[src/rtl/apb_req_arbiter.sv]
// apb_req_arbiter
//   Two-requester APB master. A round-robin arbiter picks one pending command,
//   runs a single APB transfer (SETUP, then ACCESS until Pready), and returns
//   the completion to the requester that won. A transfer that waits too long
//   for Pready is aborted with an error response.
//
// Ports
//   Pclk, Prst          clock, synchronous active-low reset
//   reqN_valid/write/addr/wdata   command from requester N (held until reqN_ready)
//   reqN_ready          1-cycle pulse: command accepted
//   respN_valid         1-cycle pulse: transfer finished
//   respN_rdata/err     result, held between responses
//   Pselx..Pwdata       APB master outputs
//   Pready/Pslverr/Prdata  APB slave inputs
module apb_req_arbiter #(
  parameter int ADDR_W  = 32,
  parameter int DATA_W  = 32,
  parameter int TIMEOUT = 16
) (
  input  logic              Pclk,
  input  logic              Prst,
  input  logic              req0_valid,
  input  logic              req0_write,
  input  logic [ADDR_W-1:0] req0_addr,
  input  logic [DATA_W-1:0] req0_wdata,
  input  logic              req1_valid,
  input  logic              req1_write,
  input  logic [ADDR_W-1:0] req1_addr,
  input  logic [DATA_W-1:0] req1_wdata,
  output logic              req0_ready,
  output logic              req1_ready,
  output logic              resp0_valid,
  output logic [DATA_W-1:0] resp0_rdata,
  output logic              resp0_err,
  output logic              resp1_valid,
  output logic [DATA_W-1:0] resp1_rdata,
  output logic              resp1_err,
  output logic              Pselx,
  output logic              Penable,
  output logic              Pwrite,
  output logic [ADDR_W-1:0] Paddr,
  output logic [DATA_W-1:0] Pwdata,
  input  logic              Pready,
  input  logic              Pslverr,
  input  logic [DATA_W-1:0] Prdata
);

  localparam logic [1:0] IDLE   = 2'd0;
  localparam logic [1:0] SETUP  = 2'd1;
  localparam logic [1:0] ACCESS = 2'd2;

  localparam int CNT_W = $clog2(TIMEOUT) + 1;
  localparam logic [CNT_W-1:0] CNT_LAST = CNT_W'(TIMEOUT - 1);

  logic [1:0]       state;
  logic             last_grant;
  logic             gnt;        // requester owning the transfer in flight
  logic [CNT_W-1:0] cnt;
  logic             pick;       // requester that wins if anyone is valid
  logic             done;       // ACCESS ends this cycle (ready or timeout)
  logic [DATA_W-1:0] done_rdata;
  logic             done_err;

  // Under contention the requester that did not win last time goes next.
  always_comb begin
    pick = 1'b0;
    if (req0_valid && req1_valid) pick = ~last_grant;
    else if (req1_valid)          pick = 1'b1;
  end

  // Pready beats the timeout when both land in the same cycle.
  always_comb begin
    done       = Pready || (cnt == CNT_LAST);
    done_rdata = (Pready && !Pwrite) ? Prdata : '0;
    done_err   = Pready ? Pslverr : 1'b1;
  end

  always_ff @(posedge Pclk) begin
    if (!Prst) begin
      state       <= IDLE;
      last_grant  <= 1'b1;
      gnt         <= 1'b0;
      cnt         <= '0;
      req0_ready  <= 1'b0;
      req1_ready  <= 1'b0;
      resp0_valid <= 1'b0;
      resp0_rdata <= '0;
      resp0_err   <= 1'b0;
      resp1_valid <= 1'b0;
      resp1_rdata <= '0;
      resp1_err   <= 1'b0;
      Pselx       <= 1'b0;
      Penable     <= 1'b0;
      Pwrite      <= 1'b0;
      Paddr       <= '0;
      Pwdata      <= '0;
    end else begin
      req0_ready  <= 1'b0;
      req1_ready  <= 1'b0;
      resp0_valid <= 1'b0;
      resp1_valid <= 1'b0;
      case (state)
        IDLE: begin
          if (req0_valid || req1_valid) begin
            gnt        <= pick;
            last_grant <= pick;
            req0_ready <= ~pick;
            req1_ready <= pick;
            Pwrite     <= pick ? req1_write : req0_write;
            Paddr      <= pick ? req1_addr  : req0_addr;
            Pwdata     <= pick ? req1_wdata : req0_wdata;
            Pselx      <= 1'b1;
            Penable    <= 1'b0;
            state      <= SETUP;
          end
        end
        SETUP: begin
          Penable <= 1'b1;
          cnt     <= '0;
          state   <= ACCESS;
        end
        ACCESS: begin
          if (done) begin
            if (gnt) begin
              resp1_valid <= 1'b1;
              resp1_rdata <= done_rdata;
              resp1_err   <= done_err;
            end else begin
              resp0_valid <= 1'b1;
              resp0_rdata <= done_rdata;
              resp0_err   <= done_err;
            end
            Pselx   <= 1'b0;
            Penable <= 1'b0;
            state   <= IDLE;
          end else begin
            cnt <= cnt + CNT_W'(1);
          end
        end
        default: state <= IDLE;
      endcase
    end
  end

endmodule

[config.mk]
export PLATFORM = sky130hd
export DESIGN_NAME = apb_req_arbiter
export DESIGN_NICKNAME = d
export VERILOG_FILES = /design/src/rtl/apb_req_arbiter.sv
export SDC_FILE = /design/constraint.sdc
export NUM_CORES = 1
export LEC_CHECK = 0
export ABC_CLOCK_PERIOD_IN_PS = 2000
export CAP_MARGIN = 20
export CELL_PAD_IN_SITES_DETAIL_PLACEMENT = 1
export CELL_PAD_IN_SITES_GLOBAL_PLACEMENT = 1
export CORE_MARGIN = 2
export CORE_UTILIZATION = 27
export CTS_CLUSTER_DIAMETER = 30
export DETAILED_ROUTE_END_ITERATION = 10
export PLACE_DENSITY_LB_ADDON = 0.1
export RECOVER_POWER = 25
export SLEW_MARGIN = 20
export SYNTH_ARGS = -nofsm -noshare
export SYNTH_HDL_FRONTEND = slang
export SYNTH_SLANG_ARGS = --single-unit
[constraint.sdc]
create_clock -name Pclk -period 2 [get_ports Pclk]
set_input_delay 0.2 -clock Pclk [delete_from_list [all_inputs] [get_ports Pclk]]
set_output_delay 0.2 -clock Pclk [all_outputs]
set_load 0.005 [all_outputs]
# After elaboration in Yosys (flattened, before gate mapping)
# Index checks and enable logic that the tools add are counted.
[totals]
regBits = 146
inputBits = 168
output_inout_bits = 137
word_cells = 64
[classes]
add_sub_neg = 1
n_eq_ne = 6
muxes = 19
bitwise_logic = 3
n_reduce_logical = 18
[op_table]
columns = ["operator", "count"]
rows = [
  ["$mux 32", 3],
  ["$reduce_and 3->1", 6],
  ["$pmux 5 s2", 1],
  ["$mux 1", 9],
  ["$ne 2x2->1 const B", 3],
  ["$pmux 2 s3", 1],
  ["$reduce_and 2->1", 3],
  ["$add 5x1->5 const B", 1],
  ["$eq 5x4->1 const B", 1],
  ["$mux 5", 1],
  ["$mux 2", 2],
  ["$reduce_bool 2->1", 2],
  ["$not 1->1", 3],
  ["$pmux 1 s3", 1],
  ["$reduce_bool 3->1", 1],
  ["$eq 2x1->1 const B", 1],
  ["$eq 2x2->1 const B", 1],
  ["$logic_and 1x1->1", 2],
  ["$logic_not 2->1", 1],
  ["$logic_or 1x1->1", 2],
  ["$pmux 1 s2", 1],
  ["$logic_not 1->1", 1],
]

# Logic depth before layout (Yosys ltp)
# Gate-level depths: netlist of run 1.
[depth]
ltp_word = 4
mapped_depth = 9

# Worst setup path before layout of run 1
# Ideal clock, no wire load.
[synth_timing]
kind = "reg-to-reg"
start = "register cnt[0]"
end = "register cnt[3]"
setup_time_ps = 70
arrival_time_ps = 1945
path_slack_ps = -16
stages_incl_launch_ff = 8
path_cell_list = "dfxtp_1 -> ha_1 -> and3_1 -> ha_1 -> or4b_4 -> buf_6 -> or3_1 -> a21oi_1"
[synth_between]
elab_chain_cells = 4
word_cells_on_any_way = 7
classes_between = "add/sub: 1; eq/ne: 2; mux: 2; reduce/logical: 2"
[synth_lines]
columns = ["item", "line_no", "rtl"]
rows = [
  ["start: declaration", "58", "logic [CNT_W-1:0] cnt;"],
  ["start signal: assignment", "137", "cnt <= cnt + CNT_W'(1);"],
  ["branches (longest 4 deep; another with $add 5x1->5)", "--", ""],
]
# Parallel ways; which one is timed is not known. The select of a mux whose other input is x is not followed.
# A chain may end at the register's enable or synchronous reset.

# Final worst setup path of run 1
[layout_timing]
start = "register cnt[1]"
end = "register cnt[2]"
# Same word-level chain as after synthesis.

==> impl_results.md, run 1 <==
* I/O pin count at slightly above 300
* Htree depth at 4
* CP peak stage delay at 0.52 ns
* Max-cap violation count at 0
* Clk_skew at 0.00983 ns
* Slowest cell on crit path: or4b_4
* Fin cells at about 1,200
* Synth Register Bits at 146
* Fin crit period at 1.92 ns
* CP delay by family, top: simple AND/OR/NAND/NOR gates
* Hold path cells at 3
* Total Routing Usage GR at 19.3%
* Drt via density at 5.07
* Placed cell area at 9710 um^2
* Max-slew violations at 0
* Die X at 157 um
* Hold crit path type: input pin to flip-flop
* Largest net degree at the start of global routing at 75
* Maximum vdd ir drop at 517 uV
* Sequential share of the synthesized area at 46.4%
* EDFF count, synth at 0
* Final ANT Viol Nets at 0
* Area of the multi-input gates at between 3000 and 4000 um^2
* Depth of the most critical reg-to-reg path at 6
* Vias at approximately 6,200
* Compound-Gate Fraction of Synth Area at 23.4%
* DRC Markers at 0
* Fin area at 10,300 um^2
* Synth Area in Adders at 0.397%
* CTS tree: built
* Mapped Area at 6300 um^2
* Synth top area cells: dfxtp_1 (46%), mux2i_1 (10%), o2bb2ai_1 (9.0%), o31ai_1 (7.6%), nand4_1 (6.4%)
* Post-synth top area share at a little under half
* Clk Latency, worst-skew pair at 0.42 ns
* Worst r2r src: cnt[1]
* Setup WS post-layout at 0.0755 ns
* Worst-path cell chain: ha_4 > and3_1 > ha_2 > or4b_4 > or2_0 > a311oi_1
* FF/Latch Area at 2930 um^2
* Rows at 55
* Detailed Place HPWL at 16.6 mm
* Worst Hold End: Paddr[13]
* Setup_tns at 0 ns
* Post-Syn Area per Cell at 9.89 um^2
* Worst-case clock buffer depth at 2
* Final period util at 96.2%
* Share of layout cells above drive strength 1 at 7.68%
* Synthesis-to-layout area growth at 64.1%
* Internal reg-to-reg setup slack at 0.08 ns
* Clock-pin slew on the worst setup and hold paths at 0.06 ns
* WL final at about 24 mm
* DP Worst Slack at -0.0584 ns
* Antenna violations before repair at 0
* Initial Util at 27.7%
* CTS buffer count at 17
* XOR/XNOR Fraction of Synth Area at 0%
* Synth unique cells at 34
* Core area at 22,800 um^2
* Pwr dens at 778 nW/um^2
* Clock root buffer: clkbuf_16
* Leading cell type by number of instances after synthesis: dfxtp_1
* Final #Nets at about 1,100
* Crit path kind: flip-flop to flip-flop
* Status: finished clean
* Reg-to-reg critical path endpoint: cnt[2]
* Sink Count at about 150
* Vias in the first global route at approximately 6,600
* Crit Path Max Fanout at 6
* Area leader, netlist: dfxtp_1
* Worst slew pin tran at 0.795 ns
* First-pass GRT wire length at approximately 37 mm
* Max frequency at 520 MHz
* Slew margin rel. at a little under half
* Tot Pwr at 0.00804 W
* Buffers on Ports at 304
* Multiplexer share of the synthesized area at about a tenth
* WP data required at 2.33 ns
* Ys Warns at 0
* DRT Pass-1 Iters at 4
* Worst Hold Launch: req0_addr[13]
* Synth cell count leaders: dfxtp_1 (146), a21oi_1 (70), mux2i_1 (65), o2bb2ai_1 (65)
* GP Congestion at 0.763
* Die area at between 20,000 and 25,000 um^2
* DR WL/cell at 19.7 um
* FILL cells at 2,466
* RSZ-0062 raised after global routing: no
* Synth Area in Simple Gates at 13.9%
* N_diodes at 0
* DP Cell Count at 1,191
* Post-synth top flop: dfxtp_1
* Leak at 3.59 nW
* Buf/Inv on CP at 0
* Critical Path AT at 2.26 ns
* Cells after Synth at 637
* Syn nets at 807
* CP Launch Type: flip-flop
* CP Capture Type: flip-flop
* Largest family of logic cells by synthesized area: compound AO/OA/AOI/OAI gates
* Finish-stage setup viols at 0
* Grt total ovfl at 0
* Die height at between 150 and 200 um
* Iter 0 DRT Violations at 260
* Async SR Flop Fraction at 0%
* Final hold vios at 0
[cell usage in the layout, fill, tap and decap left out, types with 2 or more instances in the layout]
cell / n
clkdlybuf4s50_1: 303
dfxtp_1: 143
a21oi_1: 70
mux2i_1: 65
o2bb2ai_1: 65
nand4_1: 64
o31ai_1: 64
and3b_1: 28
clkbuf_16: 17
buf_12: 10
buf_4: 8
nand3_1: 5
and3_1: 4
and3b_2: 4
nor3_1: 4
bufinv_16: 4
or2_2: 3
nor2_1: 3
nand2_1: 3
a31oi_1: 3
clkinvlp_4: 3
dfxtp_2: 3
inv_1: 2
inv_2: 2
nand2b_1: 2
o211ai_1: 2
nor4b_1: 2
clkbuf_1: 2
clkinv_4: 2
inv_6: 2
clkbuf_2: 2
[worst register-to-register path, cell delays in order, from the launching register on]
cell	delay, ns
dfxtp_2	0.34
ha_4	0.16
and3_1	0.18
ha_2	0.17
or4b_4	0.52
or2_0	0.23
a311oi_1	0.24
[logic make-up after synthesis]
| logic type | Yosys count |
|---|---|
| adder cells (fa/ha/maj) | 2 |
| AND/OR/NAND/NOR | 129 |
| AO/OA/AOI/OAI | 209 |
| buffers and inverters | 86 |
| flip-flops | 146 |
| multiplexers | 65 |
[registers in the layout, indices dropped and copies added, names as in the netlist, 2 cells and up]
register     count
cnt              5
resp1_rdata     32
Pwdata          32
resp0_rdata     32
Paddr           32
state            2
[repair_timing]
action / CTS / global route
gates resized for setup: 4 / 0
hold buffers: 0 / 0
setup buffers: 3 / 0
pin swaps: 4 / 2
endpoints found under the setup margin: 2 / 2
[worst max path at each step]
| stage | from | depth (start not counted) | endpoint |
|---|---|---|---|
| 6_report | cnt[1] | 6 | cnt[2] |
| 5_1_grt | cnt[0] | 8 | resp0_err |
| 4_1_cts | cnt[1] | 6 | cnt[2] |
| 3_5_place_dp | cnt[0] | 6 | cnt[2] |
| 3_3_place_gp | cnt[0] | 6 | cnt[3] |
| 2_1_floorplan | cnt[0] | 7 | cnt[3] |
[area by class of cell]
class | count | share of cell area [%]
clock buffer | 19 | 4.19
clock inverter | 12 | 1.77
inverter | 4 | 0.145
multi-input combinational | 405 | 29.7
sequential | 146 | 28.3
tap | 313 | 3.79
timing repair buffer | 326 | 32.1
[report_power, final]
part | leakage [nW] | switching [W] | internal, W
Clock | 0.290 | 0.00131 | 0.00209
Sequential | 1.19 | 0.000106 | 0.00307
Combinational | 2.10 | 0.000655 | 0.000808
Total | 3.59 | 0.00207 | 0.00597
[metal layers]
layer  track usage, %  share of wire, %  vias to the layer above
met1             23.2                43                     2994
met2             32.9                49                      197
met4             5.59               1.4                        0
met5                0                 0                        -
met3             6.09               6.6                       25
li1                 -                 -                     2992
[metrics by stage]
stage	hold WS [ns]	utilization, %
global route	0.415	45.4
global placement	0.444	42.6
floorplan	0.276	-
detailed placement	0.446	42.6
CTS	0.387	45.5
finish	0.407	45.4
No activity file was read; power rests on OpenSTA's default activity.
==> run 2: changes to the inputs <==
--- a/config.mk
+++ b/config.mk
@@ -19,3 +19,4 @@
 export SYNTH_ARGS = -nofsm -noshare
 export SYNTH_HDL_FRONTEND = slang
 export SYNTH_SLANG_ARGS = --single-unit
+export TNS_END_PERCENT = 30
==> constraint.sdc (replaced) <==
create_clock -name Pclk -period 2 [get_ports Pclk]
set_input_delay 0.2 -clock Pclk [delete_from_list [all_inputs] [get_ports Pclk]]
set_output_delay 0.2 -clock Pclk [all_outputs]
set_load 0.05 [all_outputs]
==> run 2 against run 1 <==
- sequential share of layout area rose by 0.082 points
- count of clock-buffer cells in the layout increased by 2
- register-to-register slack worse by 0.03 ns
- first-iteration DRC count unchanged
- critical path depth stayed put
- critical path type unchanged
- highest routed layer unchanged
==> impl_results.md, run 2 (same netlist as run 1, synthesis figures left out) <==
* Status: finished clean
* Rows at 55
* Hold path cells at 3
* Synthesis-to-layout area growth at 63.7%
* RSZ-0062 raised after global routing: yes
* CTS buffer count at 17
* Crit Path Max Fanout at 8
* DRT Pass-1 Iters at 6
* Vias at 6,265
* Grt total ovfl at 0
* I/O pin count at approximately 300
* Pwr dens at 803 nW/um^2
* Crit path kind: flip-flop to flip-flop
* Final period util at 97.9%
* CP Launch Type: flip-flop
* Buffers on Ports at 304
* Clk Latency, worst-skew pair at around 0.42 ns
* Htree depth at 4
* Die height at approximately 160 um
* Cts hold-fix bufs at 0
* Final hold vios at 0
* FILL cells at 2,480
* Most frequent cells in the layout: clkdlybuf4s50_1 (302), dfxtp_1 (143), a21oi_1 (70)
* Clock-pin slew on the worst setup and hold paths at 0.06 ns
* Clk_skew at around 0.011 ns
* CTS tree: built
* Max frequency at 511 MHz
* Slew margin rel. at 39.6%
* CP Capture Type: flip-flop
* Share of layout cells above drive strength 1 at 8.41%
* Core area at about 23,000 um^2
* Commonest non-fill, non-tap cell in the layout: clkdlybuf4s50_1
* Worst-case clock buffer depth at 2
* WL final at 24.5 mm
* Max-cap violation count at 0
* Final ANT Viol Nets at 0
* Die area at 24,600 um^2
* Antenna violations before repair at 0
* Fin crit period at 1.96 ns
* Worst slew pin tran at 0.907 ns
* DR WL/cell at approximately 20 um
* Critical Path AT at 2.27 ns
* Iter 0 DRT Violations at 260
* First-pass GRT wire length at 38.3 mm
* Leak at 3.57 nW
* Max-slew violations at 0
* Maximum vdd ir drop at 599 uV
* WP data required at roughly 2.3 ns
* Sink Count at between 100 and 150
* Setup_tns at 0 ns
* Initial Util at between 20 and 30%
* Finish-stage setup viols at 0
* Min Hold Slack at slightly above 0.4 ns
* Vias in the first global route at 6,890
* Largest net degree at the start of global routing at between 70 and 80
* Detailed Place HPWL at 16.9 mm
* Clock root buffer: clkbuf_16
* Depth of the most critical reg-to-reg path at 6
* N_diodes at 0
* Hold crit path type: input pin to flip-flop
* Drt via density at 5.10
* Final #Nets at 1,073
* GP Congestion at 0.756
* Total Routing Usage GR at 19.9%
* DRC Markers at 0
* Die X at 157 um
[run 2: final timing paths]
check,from,end,slack (ns)
setup / recovery,cnt[0],cnt[2],0.04
hold / removal,req0_addr[22],Paddr[22],0.41
setup reg to reg,cnt[0],cnt[2],0.04
hold reg to reg,Pwdata[31],Pwdata[31],0.46
[run 2: timing repair]
action / CTS / global route
endpoints found under the setup margin: 2 / 2
pin swaps: 4 / 3
resized for setup: 6 / 0
buffers inserted: 5 / 0
[run 2: routing by layer]
layer / GRT usage [%] / vias up / share of wire (%)
met2: 34.8 / 210 / 51
met5: 0 / - / 0
met4: 4.11 / 0 / 0.89
li1: - / 2999 / -
met1: 23.9 / 3040 / 42
met3: 6.09 / 16 / 6.6
[run 2: stage by stage]
step                      cells  instance area (um^2)  util (%)  setup WS [ns]  power, W
final                      1229                 10300      45.3         0.0425   0.00828
after global routing       1229                 10300      45.3        -0.0256   0.00864
after CTS                  1229                 10400      45.5       0.000398   0.00840
after detailed placement   1192                  9710      42.6        -0.0968   0.00525
after global placement     1192                  9710      42.6         0.0101   0.00523
after floorplan             637                  6300         -         0.0103   0.00433
[run 2: cell type report]
cell class / instances / area [um^2] / share of cell area (%)
flip-flops and latches: 146 / 2930 / 28.4
clock inverters: 11 / 104 / 1.01
repair buffers: 329 / 3330 / 32.3
multi-input cells: 405 / 3070 / 29.8
inverters: 4 / 15.0 / 0.146
well taps: 313 / 392 / 3.80
clock buffers: 21 / 470 / 4.56
[run 2: where the power goes]
group	internal, W	leakage [nW]	switching (W)
clock	0.00181	0.268	0.00130
sequential	0.00307	1.19	0.0000986
combinational	0.000806	2.11	0.00119
[run 2: worst max-delay path, cell delays in order, from the launching register on]
cell and delay [ns]:
dfxtp_2 0.33, ha_4 0.16, and3_4 0.18, ha_4 0.15, or4b_4 0.53, or2_0 0.23, a311oi_1 0.27
